[config.mk]
export PLATFORM = sky130hd
export DESIGN_NAME = tx_resp_sched
export DESIGN_NICKNAME = d
export VERILOG_FILES = /design/src/rtl/tx_resp_sched.sv
export SDC_FILE = /design/constraint.sdc
export NUM_CORES = 1
export LEC_CHECK = 0
export CORE_MARGIN = 2
export CORE_UTILIZATION = 46
export DETAILED_ROUTE_END_ITERATION = 10
export HOLD_SLACK_MARGIN = 0.1
export PLACE_DENSITY = 0.78
export SYNTH_ARGS = -nofsm -noshare
export SYNTH_HDL_FRONTEND = slang
export SYNTH_SLANG_ARGS = --single-unit
export TNS_END_PERCENT = 10
[constraint.sdc]
create_clock -name CLK -period 2.1 [get_ports CLK]
set_clock_uncertainty 0.15 [all_clocks]
set_input_delay 0.315 -clock CLK [delete_from_list [all_inputs] [get_ports CLK]]
set_output_delay 0.315 -clock CLK [all_outputs]
set_load 0.01 [all_outputs]
[src/rtl/tx_resp_sched.sv]
// Response scheduler: buffers one register-read byte and one 2-byte ALU result
// and serialises them into the TX FIFO with round-robin arbitration on ties.
module tx_resp_sched #(
    parameter int DATA_WIDTH = 8
) (
    input  logic                      CLK,
    input  logic                      RST,
    input  logic [DATA_WIDTH-1:0]     RD_DATA,
    input  logic                      RD_DATA_VLD,
    input  logic [2*DATA_WIDTH-1:0]   ALU_OUT,
    input  logic                      ALU_OUT_VLD,
    input  logic                      FIFO_FULL,
    output logic                      FIFO_WR,
    output logic [DATA_WIDTH-1:0]     TX_DATA_OUT,
    output logic                      RD_PEND,
    output logic                      ALU_PEND,
    output logic                      OVERFLOW,
    input  logic                      CLR_OVF
);

    typedef enum logic [1:0] {
        IDLE,
        SEND_RD,
        SEND_ALU_LO,
        SEND_ALU_HI
    } state_t;

    state_t                    state, state_nxt;
    logic                      last_alu, last_alu_nxt;
    logic [DATA_WIDTH-1:0]     rd_hold;
    logic [2*DATA_WIDTH-1:0]   alu_hold;
    logic                      rd_pend, alu_pend, ovf;

    logic rd_done, alu_done;
    logic rd_free, alu_free;
    logic rd_drop, alu_drop;

    // A slot may be refilled on the very edge its last byte leaves.
    assign rd_done  = (state == SEND_RD)     && FIFO_WR;
    assign alu_done = (state == SEND_ALU_HI) && FIFO_WR;
    assign rd_free  = !rd_pend  || rd_done;
    assign alu_free = !alu_pend || alu_done;
    assign rd_drop  = RD_DATA_VLD && !rd_free;
    assign alu_drop = ALU_OUT_VLD && !alu_free;

    // NOTE: every combinational output gets a default first so no path
    // through the case statement can infer a latch.
    always_comb begin
        state_nxt    = state;
        last_alu_nxt = last_alu;
        FIFO_WR      = 1'b0;
        TX_DATA_OUT  = '0;
        unique case (state)
            IDLE: begin
                if (rd_pend && alu_pend) begin
                    if (last_alu) begin
                        state_nxt    = SEND_RD;
                        last_alu_nxt = 1'b0;
                    end else begin
                        state_nxt    = SEND_ALU_LO;
                        last_alu_nxt = 1'b1;
                    end
                end else if (rd_pend) begin
                    state_nxt = SEND_RD;
                end else if (alu_pend) begin
                    state_nxt = SEND_ALU_LO;
                end
            end
            SEND_RD: begin
                FIFO_WR     = !FIFO_FULL;
                TX_DATA_OUT = rd_hold;
                if (!FIFO_FULL) state_nxt = IDLE;
            end
            SEND_ALU_LO: begin
                FIFO_WR     = !FIFO_FULL;
                TX_DATA_OUT = alu_hold[DATA_WIDTH-1:0];
                if (!FIFO_FULL) state_nxt = SEND_ALU_HI;
            end
            SEND_ALU_HI: begin
                FIFO_WR     = !FIFO_FULL;
                TX_DATA_OUT = alu_hold[2*DATA_WIDTH-1:DATA_WIDTH];
                if (!FIFO_FULL) state_nxt = IDLE;
            end
            default: state_nxt = IDLE;
        endcase
    end

    // NOTE: sequential state uses non-blocking assignments so every register
    // samples pre-edge values regardless of block ordering.
    always_ff @(posedge CLK or negedge RST) begin
        if (!RST) begin
            state    <= IDLE;
            last_alu <= 1'b1;
        end else begin
            state    <= state_nxt;
            last_alu <= last_alu_nxt;
        end
    end

    // NOTE: the holding registers are reset as well so TX_DATA_OUT is
    // deterministic from the first cycle after reset.
    always_ff @(posedge CLK or negedge RST) begin
        if (!RST) begin
            rd_hold  <= '0;
            rd_pend  <= 1'b0;
            alu_hold <= '0;
            alu_pend <= 1'b0;
        end else begin
            if (RD_DATA_VLD && rd_free) begin
                rd_hold <= RD_DATA;
                rd_pend <= 1'b1;
            end else if (rd_done) begin
                rd_pend <= 1'b0;
            end
            if (ALU_OUT_VLD && alu_free) begin
                alu_hold <= ALU_OUT;
                alu_pend <= 1'b1;
            end else if (alu_done) begin
                alu_pend <= 1'b0;
            end
        end
    end

    // A drop on the same edge as a clear request leaves the flag set.
    always_ff @(posedge CLK or negedge RST) begin
        if (!RST) begin
            ovf <= 1'b0;
        end else if (rd_drop || alu_drop) begin
            ovf <= 1'b1;
        end else if (CLR_OVF) begin
            ovf <= 1'b0;
        end
    end

    assign RD_PEND  = rd_pend;
    assign ALU_PEND = alu_pend;
    assign OVERFLOW = ovf;

endmodule

After elaboration in Yosys (flattened, before gate mapping)
Cells that the tools add are included.
{"block": "op_classes", "eq_ne": 6, "mux": 16, "n_reduce_logical": 23}
{"cell": "8-bit one-hot mux with 3 select lines", "n": 1}
{"cell": "2-bit 2-to-1 mux", "n": 6}
{"cell": "1-bit 2-to-1 mux", "n": 8}
{"cell": "1-bit logical AND", "n": 7}
{"cell": "2-bit one-hot mux with 3 select lines", "n": 1}
{"cell": "2-bit nonzero test", "n": 3}
{"cell": "1-bit logical NOT", "n": 5}
{"cell": "2-bit equality test (second input constant)", "n": 2}
{"cell": "2-bit inequality test (second input constant)", "n": 2}
{"cell": "4-bit inequality test (second input constant)", "n": 1}
{"cell": "1-bit logical OR", "n": 3}
{"cell": "3-bit AND reduction", "n": 1}
{"cell": "3-bit OR reduction", "n": 1}
{"cell": "2-bit by 1-bit equality test with 1-bit output (second input constant)", "n": 1}
{"cell": "2-bit logical NOT", "n": 1}
{"cell": "2-bit AND reduction", "n": 1}
{"cell": "2-bit OR reduction", "n": 1}
{"block": "word_totals", "ff_bits": 30, "inputBits": 30, "out_inout_bits": 12, "elab_cells": 52}

Logic depth before layout (Yosys ltp)
Gate-level depths: netlist (run 1).
{"block": "depth", "depth_word": 9, "ltp_mapped": 5, "ltp_nobuf": 3}

Least setup slack after synthesis (run 1)
OpenSTA, ideal clock, no wires.
{"block": "synth_path", "kind": "register -> output", "start": "register state[1]", "end": "output port TX_DATA_OUT[1]", "t_arrival_ns": 1.193, "t_required_ns": 1.635, "setup_slack_ns": 0.442, "path_stages_with_launch": 5, "path_buffers": 2, "cell_sequence": "dfrtp_1 buf_4 buf_2 mux2_2 a22o_1"}
{"block": "synth_via", "elab_chain_len": 2, "word_cells_on_any_way": 4}
{"item": "from (decl)", "line": "28", "text": "state_t state, state_nxt;"}
{"item": "from (signal assigned)", "line": "95", "text": "state <= state_nxt;"}
{"item": "2-bit equality test / 2-bit by 1-bit equality test with 1-bit output (equally long branches)", "line": "53", "text": "unique case (state)"}
{"item": "8-bit one-hot mux with 3 select lines *", "line": "53"}
{"item": "to (decl)", "line": "14", "text": "output logic [DATA_WIDTH-1:0] TX_DATA_OUT,"}
Mark *: on every way between the ends. The rest lies on a longest branch, timed or not.

Final worst setup path (run 1)
{"block": "layout_path", "start": "register state[1]", "end": "output port TX_DATA_OUT[6]"}
Same word-level chain as after synthesis.

==> metrics.cfg, run 1 <==
[drt]
routedWlPerCell_um = 15.4
dr.pass1.iters = 4
drtIter0Drc = 32
vias = 979
drt-vias-per-instance = 4.92
drc = 0
totalWireLength_mm = 3.07
ant_nets = 0

[die]
io_pins = 42
die_x_um = 60.0
rows = 20
start_util_pct = 47.7
die_area_sq_um = 3600
core_area_sq_um = 3030
fp.dieH_um = 60.0

[finish]
fin_nets = 184
final_area_sq_um = 2010
fill_cells = 227
antenna_cells = 0
drive_gt1_share_pct = 39.4
area.growth.synth_to_final_pct = 39.1

[sta]
timing.fmax_mhz = 488
fin_crit_sh_pct = 97.7
hold_viol = 0
setup_viol = 0
layout_min_cycle_time_ps = 2050
relSlewSlack_pct = 75.1
grt_setup_unrepaired = yes
worstMarginPinSlew_ps = 374
maxSlewViolCount = 0

[placed_design]
portBuffers = 41
place.gp.congestion = 0.703
hpwlAfterDp_mm = 2.13
placed_area_sq_um = 1930

[cts]
cts_tree = done
htree_levels = 2
cts_sinks = 30
hold_buffers = 0
cts_made_buffers = 5
clk_pin_slew_ps = 100
clk_path_buf_depth = 2
cts-root-buf = clkbuf_4
clk_latency_ps = 330

[outcome]
status = finished, final reports clean

[logic_synthesis]
ys_seq_elements = 30
synthFlopType = dfrtp_1
synth.net_count = 132
synthTopCellsByArea = dfrtp_1, mux2_2, mux2_4
synth_cells = 102
ys_top_cells_by_count = dfrtp_1, mux2_2, mux2_4
seq_area_frac_synth_pct = 52.1
synth_top_area_share_pct = 50.3
synth_edf_count = 0
async_flop_share_pct = 100
synth_most_common_cell = dfrtp_1
yosysWarnings = 0
netlist_area_sq_um = 1440
synth_cell_types = 28
synth.largest_area_cell = dfrtp_1
syn_avg_cell_area_sq_um = 14.2

[power_and_ir_drop]
finalPower_w = 0.00283
vdd_drop_max_mv = 0.715
cellLeakagePower_nw = 0.906
power.density_nw_per_um2 = 1410

[global_route]
grt_pass1_vias = 1065
gr-total-overflow = 0
antenna_found_initial = 0
grt_pass1_wl_mm = 5.15
grt_start_max_net_pins = 31
grt.total_usage_pct = 20.3

[critical_path]
arrival_ps = 1590
crit_fanout = 5
r2r_start = state[1]$_DFFE_PN0P_
endpoint_kind = output port
worstSetupPathType = reg -> out
cp.required_ps = 1630
cp-start-kind = flop
cp-startpoint = state[1]$_DFFE_PN0P_

[min_path]
hp-class = in -> async

[job]
cap_viol_max_count = 0

cell usage in the layout (no fill, tap or decap), types with 2 or more instances in the layout:
cell type | synthesis | final
dfrtp_1 | 29 | 28
nand2_1 | 3 | 3
inv_1 | 5 | 5
buf_6 | 0 | 2
a22o_1 | 8 | 8
clkbuf_4 | 0 | 5
clkbuf_8 | 0 | 3
a21oi_1 | 3 | 3
mux2_4 | 10 | 10
clkbuf_2 | 0 | 5
buf_4 | 1 | 6
clkdlybuf4s50_1 | 0 | 32
nor2_1 | 2 | 2
mux2_2 | 21 | 21
clkdlybuf4s15_1 | 0 | 2
per-layer routing:
layer | vias to the layer above | share of wire [%] | GRT usage (%)
met4 | 0 | 1.7 | 9.52
met2 | 22 | 48 | 31.1
met1 | 480 | 46 | 26.3
li1 | 472 | - | -
met5 | - | 0 | 0
met3 | 5 | 4.2 | 6.06
power by group:
group	switching, W	total [W]	internal, W
registers	0.000155	0.00102	0.000869
logic	0.000554	0.00138	0.000830
clock network	0.000197	0.000426	0.000229
total	0.000906	0.00283	0.00193
stage by stage:
step                      util [%]  hold slack, ps  setup slack, ps  instances  setup TNS, ps
after floorplan                  -            -131              442        102              0
after global placement        63.9             320            -23.4        189          -58.0
after detailed placement      63.9             337            -68.6        189           -456
after CTS                     66.9             217            -18.2        199          -25.0
after global routing          66.3             229            -21.0        199          -21.0
final                         66.3             207             48.8        199              0
final cells by class:
cell class | instances | area, sq um | share of cell area [%]
clock buffers | 8 | 78.8 | 3.93
inverters | 5 | 18.8 | 0.935
multi-input cells | 62 | 636 | 31.7
flip-flops and latches | 30 | 753 | 37.5
well taps | 44 | 55.1 | 2.74
repair buffers | 50 | 467 | 23.2
flip-flops by register name, indices dropped and copies added, names as in the netlist:
register  count
state         2
alu_hold     16
rd_hold       8
OVERFLOW      1
last_alu      1
RD_PEND       1
ALU_PEND      1
worst max-delay path, cell delays in order (launching register included):
cell and delay, ps:
dfrtp_2 390, buf_6 120, mux2_2 340, a22o_1 170, clkdlybuf4s15_1 220
logic make-up after synthesis:
logic type	synth area share, %
compound gates	10.4
mux	27.6
buf+inv	4.07
xor+xnor	0.607
simple gates	5.29
flops	52.1
timing repair:
action | CTS | global route
hold endpoints to repair | 0 | 0
setup endpoints to repair | 9 | 8
setup buffers | 2 | 0
gates resized for setup | 19 | 12
final timing paths:
kind                                                end  slack [ps]  cells after the start
worst min register to register   rd_hold[4]$_DFFE_PN0P_         360                      1
max in group asynchronous          last_alu$_DFFE_PN1P_        1280                      2
worst min-delay path            alu_hold[5]$_DFFE_PN0P_         210                      2
min in group CLK                 rd_hold[4]$_DFFE_PN0P_         360                      1
worst max register to register  alu_hold[3]$_DFFE_PN0P_         330                      6
worst max-delay path                     TX_DATA_OUT[6]          50                      4
Note: power is estimated with default switching activity, not from simulation.
==> run 2, diff against run 1 <==
TNS_END_PERCENT = 1   (was 10)
==> results of run 2 <==
The final DEF is identical to that of run 1; final timing and power are the same.
==> run 3, diff against run 2 <==
SLEW_MARGIN = 10   (was not set)
==> results of run 3 <==
The final DEF is identical to that of run 1; final timing and power are the same.
